## config.mk

```make
export PLATFORM = sky130hd
export DESIGN_NAME = mem_port_arbiter_flat
export DESIGN_NICKNAME = d
export VERILOG_FILES = /design/src/rtl/mem_port_arbiter_if.sv /design/src/rtl/mem_port_arbiter.sv /design/src/flat_wrapper.sv
export SDC_FILE = /design/constraint.sdc
export NUM_CORES = 1
export LEC_CHECK = 0
export ABC_AREA = 1
export CAP_MARGIN = 20
export CORE_MARGIN = 4
export CORE_UTILIZATION = 37
export CTS_CLUSTER_SIZE = 20
export DETAILED_ROUTE_END_ITERATION = 16
export GPL_ROUTABILITY_DRIVEN = 0
export PLACE_DENSITY = 0.78
export SYNTH_ARGS = -nofsm -noshare
export SYNTH_HDL_FRONTEND = slang
export SYNTH_SLANG_ARGS = --single-unit
export TNS_END_PERCENT = 5
```

## constraint.sdc

```tcl
create_clock -name clk -period 1.3 [get_ports clk]
set_input_delay 0.195 -clock clk [delete_from_list [all_inputs] [get_ports clk]]
set_output_delay 0.195 -clock clk [all_outputs]
set_load 0.005 [all_outputs]
```

## src/rtl/mem_port_arbiter_if.sv

```systemverilog
// mem_port_arbiter_if
//   Bundles the three sides of the unified-memory arbiter into one interface.
//   - Fetch side (IF):  ifReq/ifAddr/ifFlush in, ifRdata/ifDone/ifStall out.
//   - Data side (MEM):  dmReq/dmWe/dmAddr/dmWdata in, dmRdata/dmDone/dmStall out.
//   - Memory side:      memReq/memWe/memAddr/memWdata out, memRdata/memReady in.
//   modport slave  : the arbiter's view (requests and memory responses come in).
//   modport master : the surrounding pipeline plus memory (drives requests and responses).
interface mem_port_arbiter_if #(
    parameter int ADDR_W = 32,
    parameter int DATA_W = 32
) ();
    // Instruction-fetch requester
    logic              ifReq;
    logic [ADDR_W-1:0] ifAddr;
    logic              ifFlush;
    logic [DATA_W-1:0] ifRdata;
    logic              ifDone;
    logic              ifStall;

    // Data-memory requester
    logic              dmReq;
    logic              dmWe;
    logic [ADDR_W-1:0] dmAddr;
    logic [DATA_W-1:0] dmWdata;
    logic [DATA_W-1:0] dmRdata;
    logic              dmDone;
    logic              dmStall;

    // Unified memory port
    logic              memReq;
    logic              memWe;
    logic [ADDR_W-1:0] memAddr;
    logic [DATA_W-1:0] memWdata;
    logic [DATA_W-1:0] memRdata;
    logic              memReady;

    modport slave (
        input  ifReq, ifAddr, ifFlush,
        output ifRdata, ifDone, ifStall,
        input  dmReq, dmWe, dmAddr, dmWdata,
        output dmRdata, dmDone, dmStall,
        output memReq, memWe, memAddr, memWdata,
        input  memRdata, memReady
    );

    modport master (
        output ifReq, ifAddr, ifFlush,
        input  ifRdata, ifDone, ifStall,
        output dmReq, dmWe, dmAddr, dmWdata,
        input  dmRdata, dmDone, dmStall,
        input  memReq, memWe, memAddr, memWdata,
        output memRdata, memReady
    );
endinterface

```

## src/rtl/mem_port_arbiter.sv

```systemverilog
// mem_port_arbiter
//   Shares one single-port, variable-latency memory between instruction fetch
//   and the data-memory stage. One transaction is outstanding at a time; the
//   data side wins when both ask in the same cycle. Read data is returned in
//   registers together with a one-cycle Done pulse, and the stall outputs hold
//   the requesting pipeline stage until its access completes. A flush from ID
//   while a fetch is in flight makes the arbiter drop that fetch's result.
// Ports:
//   clk  - clock, all state on the rising edge
//   rst  - synchronous active-high reset
//   bus  - mem_port_arbiter_if.slave (fetch, data and memory sides)
module mem_port_arbiter #(
    parameter int ADDR_W = 32,
    parameter int DATA_W = 32
) (
    input  logic                  clk,
    input  logic                  rst,
    mem_port_arbiter_if.slave     bus
);

    typedef enum logic [1:0] {
        IDLE     = 2'd0,
        BUSY_IF  = 2'd1,
        BUSY_MEM = 2'd2,
        DONE     = 2'd3
    } state_t;

    state_t            state_r;
    logic              discard_r;   // in-flight fetch was flushed; drop its data
    logic              memReq_r;
    logic              memWe_r;
    logic [ADDR_W-1:0] memAddr_r;
    logic [DATA_W-1:0] memWdata_r;
    logic [DATA_W-1:0] ifRdata_r;
    logic [DATA_W-1:0] dmRdata_r;
    logic              ifDone_r;
    logic              dmDone_r;

    // Arbitration FSM with registered memory-side and requester-side outputs.
    always_ff @(posedge clk) begin
        if (rst) begin
            state_r    <= IDLE;
            discard_r  <= 1'b0;
            memReq_r   <= 1'b0;
            memWe_r    <= 1'b0;
            memAddr_r  <= {ADDR_W{1'b0}};
            memWdata_r <= {DATA_W{1'b0}};
            ifRdata_r  <= {DATA_W{1'b0}};
            dmRdata_r  <= {DATA_W{1'b0}};
            ifDone_r   <= 1'b0;
            dmDone_r   <= 1'b0;
        end else begin
            case (state_r)
                IDLE: begin
                    if (bus.dmReq) begin
                        // The data access belongs to the older instruction.
                        memReq_r   <= 1'b1;
                        memWe_r    <= bus.dmWe;
                        memAddr_r  <= bus.dmAddr;
                        memWdata_r <= bus.dmWdata;
                        state_r    <= BUSY_MEM;
                    end else if (bus.ifReq) begin
                        memReq_r  <= 1'b1;
                        memWe_r   <= 1'b0;
                        memAddr_r <= bus.ifAddr;
                        discard_r <= 1'b0;
                        state_r   <= BUSY_IF;
                    end else begin
                        state_r <= IDLE;
                    end
                end

                BUSY_IF: begin
                    if (bus.memReady) begin
                        memReq_r  <= 1'b0;
                        discard_r <= 1'b0;
                        // A flush arriving together with memReady still kills the fetch.
                        if (discard_r || bus.ifFlush) begin
                            state_r <= IDLE;
                        end else begin
                            ifRdata_r <= bus.memRdata;
                            ifDone_r  <= 1'b1;
                            state_r   <= DONE;
                        end
                    end else begin
                        discard_r <= discard_r | bus.ifFlush;
                        state_r   <= BUSY_IF;
                    end
                end

                BUSY_MEM: begin
                    if (bus.memReady) begin
                        memReq_r <= 1'b0;
                        // Stores leave the load-data register untouched.
                        if (!memWe_r) begin
                            dmRdata_r <= bus.memRdata;
                        end else begin
                            dmRdata_r <= dmRdata_r;
                        end
                        dmDone_r <= 1'b1;
                        state_r  <= DONE;
                    end else begin
                        state_r <= BUSY_MEM;
                    end
                end

                DONE: begin
                    // Requester's req is still high for the finished item here,
                    // so no grant is made; arbitration resumes from IDLE.
                    ifDone_r <= 1'b0;
                    dmDone_r <= 1'b0;
                    state_r  <= IDLE;
                end

                default: begin
                    memReq_r  <= 1'b0;
                    ifDone_r  <= 1'b0;
                    dmDone_r  <= 1'b0;
                    discard_r <= 1'b0;
                    state_r   <= IDLE;
                end
            endcase
        end
    end

    assign bus.memReq   = memReq_r;
    assign bus.memWe    = memWe_r;
    assign bus.memAddr  = memAddr_r;
    assign bus.memWdata = memWdata_r;
    assign bus.ifRdata  = ifRdata_r;
    assign bus.dmRdata  = dmRdata_r;
    assign bus.ifDone   = ifDone_r;
    assign bus.dmDone   = dmDone_r;

    // Stalls are combinational so the pipeline holds in the same cycle it asks.
    assign bus.ifStall  = bus.ifReq & ~ifDone_r;
    assign bus.dmStall  = bus.dmReq & ~dmDone_r;

endmodule

```

## src/flat_wrapper.sv

```systemverilog
// flat-port wrapper written by rule: the top's interface ports become plain ports
module mem_port_arbiter_flat 
#(
    parameter int ADDR_W = 32,
    parameter int DATA_W = 32
)
  (clk, rst, bus_ifReq, bus_ifAddr, bus_ifFlush, bus_ifRdata, bus_ifDone, bus_ifStall, bus_dmReq, bus_dmWe, bus_dmAddr, bus_dmWdata, bus_dmRdata, bus_dmDone, bus_dmStall, bus_memReq, bus_memWe, bus_memAddr, bus_memWdata, bus_memRdata, bus_memReady);
  mem_port_arbiter_if #(.ADDR_W(ADDR_W), .DATA_W(DATA_W)) bus_i ();
  input  logic clk;
  input  logic rst;
  input wire logic [$bits(bus_i.ifReq)-1:0] bus_ifReq;
  input wire logic [$bits(bus_i.ifAddr)-1:0] bus_ifAddr;
  input wire logic [$bits(bus_i.ifFlush)-1:0] bus_ifFlush;
  output wire logic [$bits(bus_i.ifRdata)-1:0] bus_ifRdata;
  output wire logic [$bits(bus_i.ifDone)-1:0] bus_ifDone;
  output wire logic [$bits(bus_i.ifStall)-1:0] bus_ifStall;
  input wire logic [$bits(bus_i.dmReq)-1:0] bus_dmReq;
  input wire logic [$bits(bus_i.dmWe)-1:0] bus_dmWe;
  input wire logic [$bits(bus_i.dmAddr)-1:0] bus_dmAddr;
  input wire logic [$bits(bus_i.dmWdata)-1:0] bus_dmWdata;
  output wire logic [$bits(bus_i.dmRdata)-1:0] bus_dmRdata;
  output wire logic [$bits(bus_i.dmDone)-1:0] bus_dmDone;
  output wire logic [$bits(bus_i.dmStall)-1:0] bus_dmStall;
  output wire logic [$bits(bus_i.memReq)-1:0] bus_memReq;
  output wire logic [$bits(bus_i.memWe)-1:0] bus_memWe;
  output wire logic [$bits(bus_i.memAddr)-1:0] bus_memAddr;
  output wire logic [$bits(bus_i.memWdata)-1:0] bus_memWdata;
  input wire logic [$bits(bus_i.memRdata)-1:0] bus_memRdata;
  input wire logic [$bits(bus_i.memReady)-1:0] bus_memReady;
  assign bus_i.ifReq = bus_ifReq;
  assign bus_i.ifAddr = bus_ifAddr;
  assign bus_i.ifFlush = bus_ifFlush;
  assign bus_ifRdata = bus_i.ifRdata;
  assign bus_ifDone = bus_i.ifDone;
  assign bus_ifStall = bus_i.ifStall;
  assign bus_i.dmReq = bus_dmReq;
  assign bus_i.dmWe = bus_dmWe;
  assign bus_i.dmAddr = bus_dmAddr;
  assign bus_i.dmWdata = bus_dmWdata;
  assign bus_dmRdata = bus_i.dmRdata;
  assign bus_dmDone = bus_i.dmDone;
  assign bus_dmStall = bus_i.dmStall;
  assign bus_memReq = bus_i.memReq;
  assign bus_memWe = bus_i.memWe;
  assign bus_memAddr = bus_i.memAddr;
  assign bus_memWdata = bus_i.memWdata;
  assign bus_i.memRdata = bus_memRdata;
  assign bus_i.memReady = bus_memReady;
  mem_port_arbiter #(.ADDR_W(ADDR_W), .DATA_W(DATA_W)) u_core (.clk(clk), .rst(rst), .bus(bus_i));
endmodule
```

==> Word level (Yosys, flattened, before mapping) <==
Index checks and enable logic that the tools add are counted.
{ "word_totals": {"elab_cells": 65, "mem_bits_rw": 0, "mem_count": 0, "output_inout_bits": 134, "mem_bits_ro": 0, "latch_bits": 0, "register_bits": 135, "inputBits": 135} }
{ "op_classes": {"multipliers": 0, "shifts": 0, "reduce_logical": 16, "div_mod_pow": 0, "addsub": 0, "bitwise_logic": 7, "eq_ne": 10, "muxes": 22, "order_cmp": 0} }
{ "op_table": {"columns": ["operator", "n"], "rows": [
  ["$mux 32", 2],
  ["$reduce_and 3->1", 5],
  ["$mux 1", 12],
  ["$ne 2x2->1 const B", 5],
  ["$reduce_bool 2->1", 5],
  ["$pmux 1 s2", 4],
  ["$pmux 2 s4", 1],
  ["$mux 2", 3],
  ["$reduce_and 2->1", 3],
  ["$eq 2x2->1 const B", 2],
  ["$not 1->1", 4],
  ["$ne 3x3->1 const B", 1],
  ["$and 1x1->1", 2],
  ["$eq 2x1->1 const B", 1],
  ["$logic_not 2->1", 1],
  ["$ne 2x1->1 const B", 1],
  ["$reduce_or 2->1", 1],
  ["$logic_or 1x1->1", 1],
  ["$or 1x1->1", 1]
]} }

==> Depth between registers and ports, before layout <==
{ "depth": {"ltp_word": 4, "depth_mapped": 8, "ltp_nobuf": 7} }

==> Worst setup path after synthesis <==
OpenSTA, ideal clock, no wires.
{ "synth_timing": {"path_type": "reg-to-reg", "start": "reg u_core.state_r[0]", "end": "reg u_core.memAddr_r[10], in the netlist u_core.bus.memAddr[10]", "arrival_ns": 1.229, "setup_ns": 0.113, "path_stages_with_launch": 9, "setup_slack_ns": -0.043, "path_cell_list": "dfxtp_1 > inv_1 > ha_1 > inv_2 > nor2_8 > inv_4 > buf_6 > nor2_2 > nor2_1"} }
{ "synth_between": {"elab_chain_len": 2} }
{ "synth_rtl": {"columns": ["item", "line", "rtl"], "rows": [
  ["from (decl)", "mem_port_arbiter.sv:28", "state_t state_r;"],
  ["from (signal assigned)", "mem_port_arbiter.sv:42", "state_r <= IDLE;"],
  ["from (signal assigned)", "mem_port_arbiter.sv:61", "state_r <= BUSY_MEM;"],
  ["from (signal assigned)", "mem_port_arbiter.sv:67", "state_r <= BUSY_IF;"],
  ["$logic_not 2->1", "mem_port_arbiter.sv:53", "case (state_r)"],
  ["$reduce_and 2->1 (no line)", null, null],
  ["to (signal assigned)", "mem_port_arbiter.sv:46", "memAddr_r <= {ADDR_W{1'b0}};"],
  ["to (signal assigned)", "mem_port_arbiter.sv:59", "memAddr_r <= bus.dmAddr;"],
  ["to (signal assigned)", "mem_port_arbiter.sv:65", "memAddr_r <= bus.ifAddr;"],
  ["to (decl)", "mem_port_arbiter.sv:32", "logic [ADDR_W-1:0] memAddr_r;"]
]} }
No other way between the ends.
A chain may end at the register's enable or synchronous reset.

==> Worst setup path in the final report <==
{ "layout_timing": {"start": "reg u_core.state_r[1]", "end": "reg u_core.dmRdata_r[4], in the netlist u_core.bus.dmRdata[4]"} }
{ "layout_between": {"elab_chain_len": 2} }
{ "layout_rtl": {"columns": ["item", "line", "rtl"], "rows": [
  ["$eq 2x2->1", "mem_port_arbiter.sv:53", null],
  ["$reduce_and 3->1 (no line)", null, null],
  ["to (signal assigned)", "mem_port_arbiter.sv:49", "dmRdata_r <= {DATA_W{1'b0}};"],
  ["to (signal assigned)", "mem_port_arbiter.sv:96", "dmRdata_r <= bus.memRdata;"],
  ["to (signal assigned)", "mem_port_arbiter.sv:98", "dmRdata_r <= dmRdata_r;"],
  ["to (decl)", "mem_port_arbiter.sv:35", "logic [DATA_W-1:0] dmRdata_r;"]
]} }
No other way between the ends.

==> impl_summary.txt <==
----------------------------------------------------
[CTS]
  Cts-stage hold buffer count ... 0
  Clock tree from TritonCTS ... built
  TritonCTS sink count ... 135
  Worst-Skew Late Latency ... a little over 0.4 ns
  Worst-path clk slew ... 0.06 ns
  Bufs on Longest Clock Path ... 2
  Number of levels in the clock H-tree ... 4
  Clock root buffer ... clkbuf_16
  Total CTS buffers ... 17

[Yosys]
  Mapped Area ... 5499 sq um
  Proportion of synthesized chip area in sequential cells ... 0.4915
  Number of synthesized flops with an enable pin ... 0
  Number of synthesized register bits ... 135
  Unique cell type count in the Yosys netlist ... 24
  Yosys top cell area share ... 0.4915
  Share of synthesized flip-flops with an asynchronous set or reset ... 0
  Cell type with the largest total area after synthesis ... dfxtp_1
  Top post-synthesis cells by area ... dfxtp_1, nor2_1, nand2_1
  Most repeated cell in the gate-level netlist after synthesis ... nor2_1
  Count of mapped cells out of synthesis ... 727
  Avg Synthesized Cell Area ... 7.564 sq um
  Flip-flop cell with the highest count after synthesis ... dfxtp_1
  Total of warnings raised by yosys ... 0
  Post-Syn Nets ... 868
  Top cells by count, synth ... nor2_1, nand2_1, dfxtp_1, o21ai_1, o21ai_0

[Route]
  Total wire length after detailed routing ... 18450 um
  Via Count ... ~5900
  Routed WL per cell ... 15.33 um
  Via count normalized by instance count ... a little under 5
  ANT nets after route ... 0
  DRC viols ... 0
  Number of iterations in the first detailed-routing pass ... 4
  Number of violations reported at the end of detailed-routing iteration 0 ... 249

[Worst hold path]
  Hold Startpoint ... bus_dmWe
  Destination of the worst hold path ... u_core.bus.memWe
  Worst hold stages ... 3
  Hold WC Path Type ... primary input to flop

[STA]
  Setup violations, final ... 44
  Final max-slew violation count ... 0
  Ratio of final minimum period to clock period ... 1.094
  Worst rel slew slack ... 0.7916
  Worst path setup slack after routing ... -0.1226 ns
  Final critical delay including setup and external delays ... 1.423 ns
  Worst-case clock skew ... 0.009067 ns
  Final Hold Viols ... 0
  Achievable clock frequency ... 702.9 MHz
  RSZ-0062 raised after global routing ... yes
  Hold Worst Slack ... around 0.40 ns
  Transition time at the pin with the least slew margin ... 0.3094 ns

[Floorplan]
  Placeable Area ... around 15000 sq um
  Ports ... 269
  Full die area ... ~17000 sq um
  Row count ... 44
  Floorplan die height ... 129.9 um
  Chip width ... 129.9 um
  Initial Utilization ... 0.3784

[Setup path]
  CP max stage delay ... 0.34 ns
  Worst-path fanout max ... 9
  Crit-path leading delay family ... buffers and inverters
  Path type of the worst setup path ... flop to flop
  Reg2Reg Launch Point ... u_core.state_r[1]
  Cell type with the highest occurrence count on the critical path ... nor2_1
  Reg2reg setup slack ... -0.12 ns
  Terminus of the critical flop-to-flop path ... u_core.bus.dmRdata[4]
  Sort of element at the start of the critical path ... flop
  Crit-path slowest cell ... dfxtp_2
  Chain of cells forming the critical path ... buf_6, ha_4, nand2_4, nor2_4, clkinv_4, clkbuf_16, nor2_1, nor2_1
  Req. time, crit path ... between 1.5 and 2 ns
  Cell depth of the worst flop-to-flop path ... 8
  Critical path data arrival time ... 1.72 ns
  Buffers & Inverters on Critical Path ... 3
  Crit path capture type ... flop

[Final layout]
  Area added between synthesis and finish ... 69.31%
  Area used by sequential logic in the layout ... 2710 sq um
  Final-layout fill cell count ... 1274
  Core Util, Final ... 0.6406
  NumNets Final ... 1147
  Share of post-route cells with drive strength above 1 ... 0.1668
  Multi-input logic area ... 2633 sq um
  Antenna diodes ... 0

[GRT]
  Antenna violations before repair ... 0
  Combined global-route utilization of all metal layers ... 0.2028
  Maximum number of pins on one net before global-route repair ... 67
  First-pass GRT wire length ... roughly 27000 um
  Vias in the first global route ... 5506
  Global-route congestion overflow total ... 0

[Status]
  Violations in the final reports ... setup timing
  Run status ... complete, but fails checks

[Place]
  Estimated wirelength of the detail-placed design ... 13070 um
  Count of buffers from port buffering ... roughly 270

[Pwr]
  Worst voltage drop across the vdd grid ... 1015 uV
  Leak ... 0.004310 uW
  Total power per unit cell area ... roughly 1500 nW/um^2

[Flow run]
  Max-cap violations ... 0

----------------------------------------------------
-- area by class of cell --
| type | count | area share |
|---|---|---|
| well taps | 184 | 0.02473 |
| repair buffers | 313 | 0.3298 |
| clock inverters | 11 | 0.01586 |
| inverters | 13 | 0.007391 |
| flip-flops and latches | 135 | 0.2911 |
| clock buffers | 21 | 0.04838 |
| multi-input cells | 526 | 0.2828 |
-- registers in the layout, summed over array words and instances (netlist names), 2 cells and up --
signal,count
u_core.bus.memAddr,32
u_core.bus.memWdata,32
u_core.bus.dmRdata,32
u_core.bus.ifRdata,32
u_core.state_r,2
-- how the worst max path moves through the flow --
stage                           start                endpoint  cells after the start
CTS                 u_core.state_r[1]   u_core.bus.dmRdata[8]                      8
global route        u_core.state_r[1]  u_core.bus.dmRdata[10]                      8
floorplan           u_core.state_r[0]  u_core.bus.memAddr[10]                      8
detailed placement          bus_dmReq        u_core.bus.memWe                      7
global placement            bus_dmReq        u_core.bus.memWe                      7
finish              u_core.state_r[1]   u_core.bus.dmRdata[4]                      8
-- per-layer routing --
metal / GRT usage / vias to the layer above / wire, um
li1: - / 2920 / -
met1: 0.2422 / 2689 / 7742
met2: 0.3479 / 219 / 8922
met3: 0.05853 / 28 / 1369
met4: 0.07335 / 0 / 414
met5: 0 / - / 0
-- through the flow --
| stage | TNS [ns] | worst slack [ns] | area [sq um] | std cells | total power (uW) |
|---|---|---|---|---|---|
| global route | -7.347 | -0.1797 | 9310 | 1203 | 14250 |
| finish | -3.219 | -0.1226 | 9310 | 1203 | 13580 |
| floorplan | 0 | 0.0008787 | 5502 | 727 | 6773 |
| global placement | -33.00 | -0.4344 | 8524 | 1166 | 8821 |
| CTS | -5.989 | -0.1268 | 9001 | 1198 | 13430 |
| detailed placement | -34.16 | -0.4313 | 8524 | 1166 | 8885 |
-- worst reg2reg max path: cells and delay by family (launching register included) --
kind / cells / cell delay [ns]
adders and majority gates: 1 / 0.14
buffers and inverters: 3 / 0.44
DFF: 1 / 0.34
and+or+nand+nor: 4 / 0.40
-- kinds of logic after synthesis --
family,synth area share
flops,0.4915
buf+inv,0.06712
compound gates,0.1276
fa+ha+maj,0.01365
simple gates,0.3001
-- layout by cell type (no fill, tap or decap), types with 4 or more instances in the layout --
cell type,count
a21oi_1,20
nand2_1,138
dfxtp_1,131
buf_4,25
nor2_4,6
dlygate4sd2_1,134
clkbuf_16,20
buf_6,5
o21ai_0,45
nand4_1,32
nor2_1,145
inv_1,6
o21ai_1,55
clkinv_4,4
clkdlybuf4s50_1,132
nor2_2,50
buf_12,12
a21oi_2,19
-- where the power goes --
group / leakage, uW / switching [uW] / internal [uW]
Sequential: 0.00111 / 269 / 4730
Combinational: 0.00291 / 1870 / 1830
Clock: 0.000291 / 1810 / 3070
-- timing repair --
action,in CTS,in global routing
pin swaps,1,8
resized for setup,153,68
cloned,0,3
setup buffers,0,3
setup endpoints to repair,264,123
No activity file was read; power rests on OpenSTA's default activity.
